**config.mk**
```make
export PLATFORM = sky130hd
export DESIGN_NAME = pc_fetch
export DESIGN_NICKNAME = d
export VERILOG_FILES = /design/src/rtl/pc_fetch.sv
export SDC_FILE = /design/constraint.sdc
export NUM_CORES = 1
export LEC_CHECK = 0
export BUFFER_PORTS_ARGS = -buffer_cell sky130_fd_sc_hd__buf_2
export CORE_ASPECT_RATIO = 0.8
export CORE_MARGIN = 1
export CORE_UTILIZATION = 47
export CTS_CLUSTER_SIZE = 40
export DETAILED_ROUTE_END_ITERATION = 16
export PLACE_DENSITY = 0.8
export REMOVE_ABC_BUFFERS = 1
export SKIP_CTS_REPAIR_TIMING = 1
export SYNTH_ARGS = -nofsm -noshare
export SYNTH_HDL_FRONTEND = slang
export SYNTH_SLANG_ARGS = --single-unit
```
**constraint.sdc**
```tcl
create_clock -name clk -period 6.1 [get_ports clk]
set_clock_uncertainty 0.05 [all_clocks]
set_input_delay 0.915 -clock clk [delete_from_list [all_inputs] [get_ports clk]]
set_output_delay 0.915 -clock clk [all_outputs]
set_load 0.03 [all_outputs]
```
**src/rtl/pc_fetch.sv**
```systemverilog
// pc_fetch: architectural PC register plus byte-serial Y86-64 instruction fetch.
// Reads instruction bytes one at a time over a req/ack handshake, decodes
// icode/ifun/rA/rB/valC/valP, presents them with instr_valid, and then waits for
// the PC-update stage to return the next PC on pc_load/newPC.
//
// Ports:
//   clk, rst              clock, synchronous active-high reset
//   imem_req/addr         byte read request and address (held until ack)
//   imem_rdata/ack        read data, sampled in the ack cycle
//   instr_valid           decoded fields valid (DONE state)
//   PC                    address of the presented instruction
//   icode/ifun/rA/rB      decoded instruction fields
//   valC, valP            constant word and fall-through PC
//   stat                  0 AOK, 1 HLT, 2 ADR, 3 INS
//   pc_load, newPC        consume the instruction and load the next PC
module pc_fetch #(
  parameter logic [63:0] START_PC = 64'h0,
  parameter logic [63:0] MEM_SIZE = 64'd1024
) (
  input  logic        clk,
  input  logic        rst,
  output logic        imem_req,
  output logic [63:0] imem_addr,
  input  logic [7:0]  imem_rdata,
  input  logic        imem_ack,
  output logic        instr_valid,
  output logic [63:0] PC,
  output logic [3:0]  icode,
  output logic [3:0]  ifun,
  output logic [3:0]  rA,
  output logic [3:0]  rB,
  output logic [63:0] valC,
  output logic [63:0] valP,
  output logic [1:0]  stat,
  input  logic        pc_load,
  input  logic [63:0] newPC
);

  localparam logic [1:0] AOK = 2'd0, HLT = 2'd1, ADR = 2'd2, INS = 2'd3;

  typedef enum logic [1:0] {FETCH, DONE, HALTED} state_t;
  state_t     state;
  logic [3:0] idx;

  function automatic logic [3:0] ilen(input logic [3:0] ic);
    case (ic)
      4'h2, 4'h6, 4'hA, 4'hB: ilen = 4'd2;
      4'h3, 4'h4, 4'h5:       ilen = 4'd10;
      4'h7, 4'h8:             ilen = 4'd9;
      default:                ilen = 4'd1;
    endcase
  endfunction

  function automatic logic has_regs(input logic [3:0] ic);
    has_regs = (ilen(ic) == 4'd2) || (ilen(ic) == 4'd10);
  endfunction

  function automatic logic [1:0] end_stat(input logic [3:0] ic);
    if (ic == 4'h0)      end_stat = HLT;
    else if (ic > 4'hB)  end_stat = INS;
    else                 end_stat = AOK;
  endfunction

  // During byte 0 the opcode is still on the bus, not yet in icode.
  logic [3:0]  cur_icode, cur_len, c_base, c_k;
  logic        last_byte, is_reg, is_c;
  logic [63:0] addr_nxt;

  always_comb begin
    cur_icode = (idx == 4'd0) ? imem_rdata[7:4] : icode;
    cur_len   = ilen(cur_icode);
    last_byte = (idx + 4'd1) == cur_len;
    c_base    = has_regs(cur_icode) ? 4'd2 : 4'd1;
    c_k       = idx - c_base;
    is_reg    = has_regs(cur_icode) && (idx == 4'd1);
    is_c      = (cur_len >= 4'd9) && (idx >= c_base);
    addr_nxt  = imem_addr + 64'd1;
  end

  always_ff @(posedge clk) begin
    if (rst) begin
      state       <= FETCH;
      PC          <= START_PC;
      idx         <= 4'd0;
      imem_req    <= 1'b0;
      imem_addr   <= START_PC;
      instr_valid <= 1'b0;
      icode       <= 4'h0;
      ifun        <= 4'h0;
      rA          <= 4'hF;
      rB          <= 4'hF;
      valC        <= 64'd0;
      valP        <= 64'd0;
      stat        <= AOK;
    end else begin
      case (state)
        FETCH: begin
          if (!imem_req) begin
            // Only reached right after reset or after a pc_load to an
            // out-of-range PC: issue byte 0 or flag the address error.
            if (PC >= MEM_SIZE) begin
              stat        <= ADR;
              state       <= DONE;
              instr_valid <= 1'b1;
            end else begin
              imem_req  <= 1'b1;
              imem_addr <= PC;
            end
          end else if (imem_ack) begin
            if (idx == 4'd0) begin
              icode <= imem_rdata[7:4];
              ifun  <= imem_rdata[3:0];
              valP  <= PC + {60'd0, ilen(imem_rdata[7:4])};
            end
            if (is_reg) begin
              rA <= imem_rdata[7:4];
              rB <= imem_rdata[3:0];
            end
            if (is_c) valC[8*c_k[2:0] +: 8] <= imem_rdata;
            idx <= idx + 4'd1;
            if (last_byte) begin
              imem_req    <= 1'b0;
              state       <= DONE;
              instr_valid <= 1'b1;
              stat        <= end_stat(cur_icode);
            end else if (addr_nxt >= MEM_SIZE) begin
              imem_req    <= 1'b0;
              state       <= DONE;
              instr_valid <= 1'b1;
              stat        <= ADR;
            end else begin
              imem_addr <= addr_nxt;
            end
          end
        end
        DONE: begin
          if (pc_load) begin
            instr_valid <= 1'b0;
            if (stat == AOK) begin
              state     <= FETCH;
              PC        <= newPC;
              idx       <= 4'd0;
              icode     <= 4'h0;
              ifun      <= 4'h0;
              rA        <= 4'hF;
              rB        <= 4'hF;
              valC      <= 64'd0;
              valP      <= 64'd0;
              // Request newPC immediately; an out-of-range target is left
              // to the FETCH start path to flag.
              imem_req  <= (newPC < MEM_SIZE);
              imem_addr <= newPC;
            end else begin
              state <= HALTED;
            end
          end
        end
        default: ;  // HALTED is sticky until reset
      endcase
    end
  end

endmodule
```
Word level (Yosys, flattened, before mapping)
Memory sizes are Yosys's and may differ from the RTL's. Cells that the tools add are included.

Add/sub/neg operators: 5. $lt $le $gt $ge: 6. Equality and inequality tests: 22. Shift-type cells: 2. Muxes and demuxes: 78. Reduce and logical (&&, ||, !) cells: 19.

Operators by type and width (number): 64-bit 2-to-1 mux (15); 64-bit case mux with 2 select lines (3); 64-bit by 11-bit greater-or-equal comparator with 1-bit output, second input constant (2); 4-bit 2-to-1 mux (23); 64-bit by 1-bit adder with 64-bit output, second input constant (1); 64-bit by 4-bit adder with 64-bit output (1); 64-bit bitwise mux (1); 64-bit by 11-bit less-than comparator with 1-bit output, second input constant (1); 8-bit by 34-bit variable shift with 64-bit output, first input constant (1); 8-bit by 34-bit variable part select with 64-bit output (1); 4-bit case mux with 2 select lines (5); 6-bit negation with 34-bit output (1); 2-bit 2-to-1 mux (15); 6-bit AND reduction (3); 3-bit inequality test, second input constant (5); 2-bit inequality test, second input constant (7); 1-bit 2-to-1 mux (13); 5-bit AND reduction (2); 4-bit by 2-bit equality test with 1-bit output, second input constant (2); 4-bit equality test, second input constant (2); 4-bit zero test (2); 7-bit AND reduction (1); 3-bit AND reduction (2); 4-bit by 1-bit adder with 4-bit output, second input constant (1); other kinds (17) (22).

Bits in registers: 282. Memory bits (read-only): 288. Input bits: 76. Output and inout bits: 276. Word-level logic and storage cells: 151. Memories kept: 6.

Memories: (no name shown) (words 16, width 3, rd ports 1, clocked after memory_dff 0, wr ports 0, line 46) `case (ic)`; (no name shown) (words 16, width 3, rd ports 1, clocked after memory_dff 0, wr ports 0, line 46); (no name shown) (words 16, width 3, rd ports 1, clocked after memory_dff 0, wr ports 0, line 46); (no name shown) (words 16, width 3, rd ports 1, clocked after memory_dff 0, wr ports 0, line 46); (no name shown) (words 16, width 3, rd ports 1, clocked after memory_dff 0, wr ports 0, line 46); (no name shown) (words 16, width 3, rd ports 1, clocked after memory_dff 0, wr ports 0, line 46).

Depth between registers and ports, before layout
An unclocked memory read counts as a cell.

Depth in word-level cells: 14. Depth in mapped cells: 21. Depth with buffers taken out: 19.

Worst setup path after synthesis
No wires, ideal clock.

Path type: reg-to-reg. From: register idx[1]. To: register valC[6]. Setup time: 0.065 ns. Arrival: 4.270 ns. Data required time: 5.985 ns. Path slack: 1.715 ns. Cell stages (with the launch flop): 21. Path buffers: 2. Clock period less this slack: 4.385 ns. Cells stage by stage: dfxtp_1 > inv_1 > ha_1 > nor3b_1 > buf_1 > mux2i_1 > or2_2 > nand3_1 > o21ai_0 > inv_1 > ha_1 > fa_1 > ha_1 > ha_1 > buf_2 > nor2_1 > and3_1 > nand3_1 > nor3_1 > a22oi_1 > nor2_1.

Longest elaborated chain between the ends: 14. Elaborated cells on any way between the ends: 23. Classes of those cells: 2 x add/sub; 2 x order compare; 3 x eq/ne; 2 x shift; 7 x mux; 4 x reduce/logical; 3 x memory.

Ends and longest elaborated chain: from (decl) (line 43) `logic [3:0] idx;`; from (signal assigned) (line 120) `idx <= idx + 4'd1;`; 4-bit zero test (line 70) `cur_icode = (idx == 4'd0) ? imem_rdata[7:4] : icode;`; 4-bit 2-to-1 mux; memory 16 x 3 bit; 4-bit by 2-bit equality test with 1-bit output or 4-bit equality test (tied branches) (line 55) `has_regs = (ilen(ic) == 4'd2) || (ilen(ic) == 4'd10);`; 1-bit logical OR (line 55); 2-bit 2-to-1 mux (line 73) `c_base = has_regs(cur_icode) ? 4'd2 : 4'd1;`; 3-bit by 2-bit subtractor with 3-bit output (line 74) `c_k = idx - c_base;`; 6-bit negation with 34-bit output (line 119) `if (is_c) valC[8*c_k[2:0] +: 8] <= imem_rdata;`; 8-bit by 34-bit variable part select with 64-bit output or 8-bit by 34-bit variable shift with 64-bit output (tied branches) (line 119); 64-bit bitwise mux (line 119); 64-bit 2-to-1 mux (line 119); 64-bit 2-to-1 mux (line 109) `end else if (imem_ack) begin`; 64-bit 2-to-1 mux (line 98) `if (!imem_req) begin`; 64-bit case mux with 2 select lines (line 96) `case (state)`; to (signal, indexed assignment) (line 119); to (decl) (line 32) `output logic [63:0] valC,`.

Several ways; a longest one is shown, not always the timed one. The select of a mux whose other input is x is not followed. A chain may end at the register's enable or synchronous reset.

Worst setup path after layout
From: register imem_addr[0]. To: register imem_addr[16].

Longest elaborated chain between the ends: 6. Elaborated cells on any way between the ends: 9. Classes of those cells: 1 x add/sub; 1 x order compare; 1 x eq/ne; 5 x mux; 1 x reduce/logical.

Ends and longest elaborated chain: from (decl) (line 23) `output logic [63:0] imem_addr,`; from (signal assigned) (line 132) `imem_addr <= addr_nxt;`; from (signal assigned) (line 152) `imem_addr <= newPC;`; 64-bit by 1-bit adder with 64-bit output * (line 77) `addr_nxt = imem_addr + 64'd1;`; branches (longest 5 deep; another with 64-bit by 11-bit greater-or-equal comparator with 1-bit output).

Mark *: on every way between the ends. The select of a mux whose other input is x is not followed.

==> qor.txt <==
async set or reset register ratio after synthesis - 0
Setup crit start kind - flip-flop
Root Driver - clkbuf_16
htree depth - 1
Worst-Margin Slew - 1100 ps
# DRC - 0
most frequent cells after synthesis - dfxtp_1, nor2_1, nand2_1, clkbuf_1, a21oi_1
WHS - 405 ps
clock transition at the registers of the reported paths - 60 ps
Multi-input gate area - 0.00821 mm2
Area after DPL - 0.0164 mm2
vias in the first global route - 13700
Mapped Area - 0.0145 mm2
Longest Clk Path Bufs - 3
final std cell area, no fill - 0.0173 mm2
setup slack after layout - 920 ps
sequential cell area - 0.00563 mm2
Crit. End Element - flip-flop
Max Cap Violations - 0
synth warn - 0
pre-CTS setup slack - 1130 ps
Final ANT Viol Nets - 0
Hold Vio Cnt, Final - 0
initial antenna violation count - 4
gp weighted congestion - 0.973
clock period minus worst slack - 5180 ps
via count - 15700
Global Route Usage Sum - 0.333
wire length per cell - 21.9 um
fmax - 193 MHz
fillers - 2768
synthesis-stage register bit count - 281
Mean Syn Cell Area - 7.94 um2
TritonCTS clock tree - built
die span in x - 198 um
clk sinks - 281
Initial Util - 0.478
PwrDens - 461 mW/mm2
DR iter-0 viols - 1791
register area share after synthesis - 0.388
IO Port Bufs - 351
Post-Synthesis Cells - 1825
top cells by area, synth - dfxtp_1, nor2_1, nand2_1
io pins - 352
Setup Viol. Count Final - 0
clk_lat worst skew - 590 ps
Row Count - 57
core area - 0.0303 mm2
status - finished clean
Worst VDD drop - 234 uV
synth unique cells - 73
CTS Buf Count - 30
final core utilization - 0.572
Critical Path RT - 6580 ps
kind of critical path - reg2reg
share of cells above drive strength 1 - 0.216
Leak - 6.66 nW
r2r startpoint - imem_addr[0]
routed vias/inst - 6.24
most numerous cell in the Yosys netlist - dfxtp_1
Syn-to-layout area delta - 19.7%
Max transition margin - 0.267
Final Cycle Share - 0.849
Die Y - 159 um
Total Routed Length - 54900 um
Hold Path Origin - valP[59]
first-pass GRT wire length - 82200 um
fin. max-slew vios - 0
first drt pass iteration count - 8
number of flops mapped to enable cells by yosys - 0
fin nets - 2164
top cell type's share of synthesized area - 0.388
grt total ovfl - 0
CP Data Arrival Time - 5660 ps
top_reg_cell synth - dfxtp_1
launch point of the worst path - imem_addr[0]
die area - 0.0315 mm2
unrepaired setup endpoints after global routing - no
largest net degree at the start of global routing - 79
crit-path max FO - 30
Hold Path Class - reg2reg
total power - 8.00 mW
dominant cell type by area after synthesis - dfxtp_1
post-DP HPWL - 40600 um
==> through the flow <==
step | setup TNS, ps | std cells
2_1_floorplan | -69770 | 1670
3_3_place_gp | 0 | 2456
3_5_place_dp | 0 | 2456
4_1_cts | 0 | 2507
5_1_grt | 0 | 2509
6_report | 0 | 2509
==> report_power, final <==
group / leakage [nW] / internal [mW] / switching, mW / total (mW)
sequential: 2.28 / 2.13 / 0.712 / 2.84
clock: 0.472 / 1.07 / 0.789 / 1.86
combinational: 3.91 / 1.04 / 2.26 / 3.30
==> metal layers <==
metal  up-vias  part of all wire  track usage
li1       7146                 -            -
met5         -           0.00049            0
met3       152              0.11       0.0604
met2       981              0.40        0.457
met4         4             0.046        0.144
met1      7369              0.44        0.501
==> final timing paths <==
path | to | slack, ps | cells past startpoint
hold / removal | valP[59] | 410 | 2
setup / recovery | imem_addr[16] | 920 | 12
setup reg to reg | imem_addr[16] | 920 | 12
hold reg to reg | valP[59] | 410 | 2
==> critical path: stages, from the launching register on <==
cell     delay (ps)
dfxtp_1         580
ha_1            350
and4_1          330
nand3_1         320
or4_1           870
nor3_1          320
xor2_1          430
nor4b_1         140
and4_1          290
a21bo_4         300
a21oi_4         650
buf_12          300
a22o_1          170
==> kinds of logic after synthesis <==
kind of cell | after synthesis | share of synthesized area
AOI/OAI and AO/OA | 473 | 0.226
xor gates and xnor gates | 115 | 0.0695
adders and majority gates | 13 | 0.0123
buffers and inverters | 173 | 0.0476
DFF | 281 | 0.388
muxes | 13 | 0.00924
and+or+nand+nor | 757 | 0.247
==> state kept, by name (all words and copies together), names as in the netlist <==
register	cells
valC	64
rB	4
imem_addr	64
idx	4
stat	2
rA	4
icode	4
state	2
valP	64
PC	64
imem_req	1
ifun	4
==> layout by cell type (no fill, tap or decap), types with 16 or more instances in the layout <==
cell type / instances
a211oi_1: 44
a21oi_1: 117
a22o_1: 16
a22oi_1: 100
and3_1: 16
buf_2: 350
buf_4: 22
clkbuf_16: 30
dfxtp_1: 280
inv_1: 18
nand2_1: 203
nand3_1: 67
nand4_1: 55
nor2_1: 243
nor3_1: 48
nor4_1: 49
o211ai_1: 18
o21ai_0: 64
o2bb2ai_1: 30
xnor2_1: 82
xor2_1: 33
==> area by class of cell <==
class	instances	share of cell area
multi-input cells	1371	0.474
flip-flops and latches	281	0.325
repair buffers	373	0.112
clock buffers	42	0.0476
well taps	413	0.0298
clock inverters	9	0.00851
inverters	18	0.00390
diodes	2	0.000289
(Power assumes the default switching activity.)
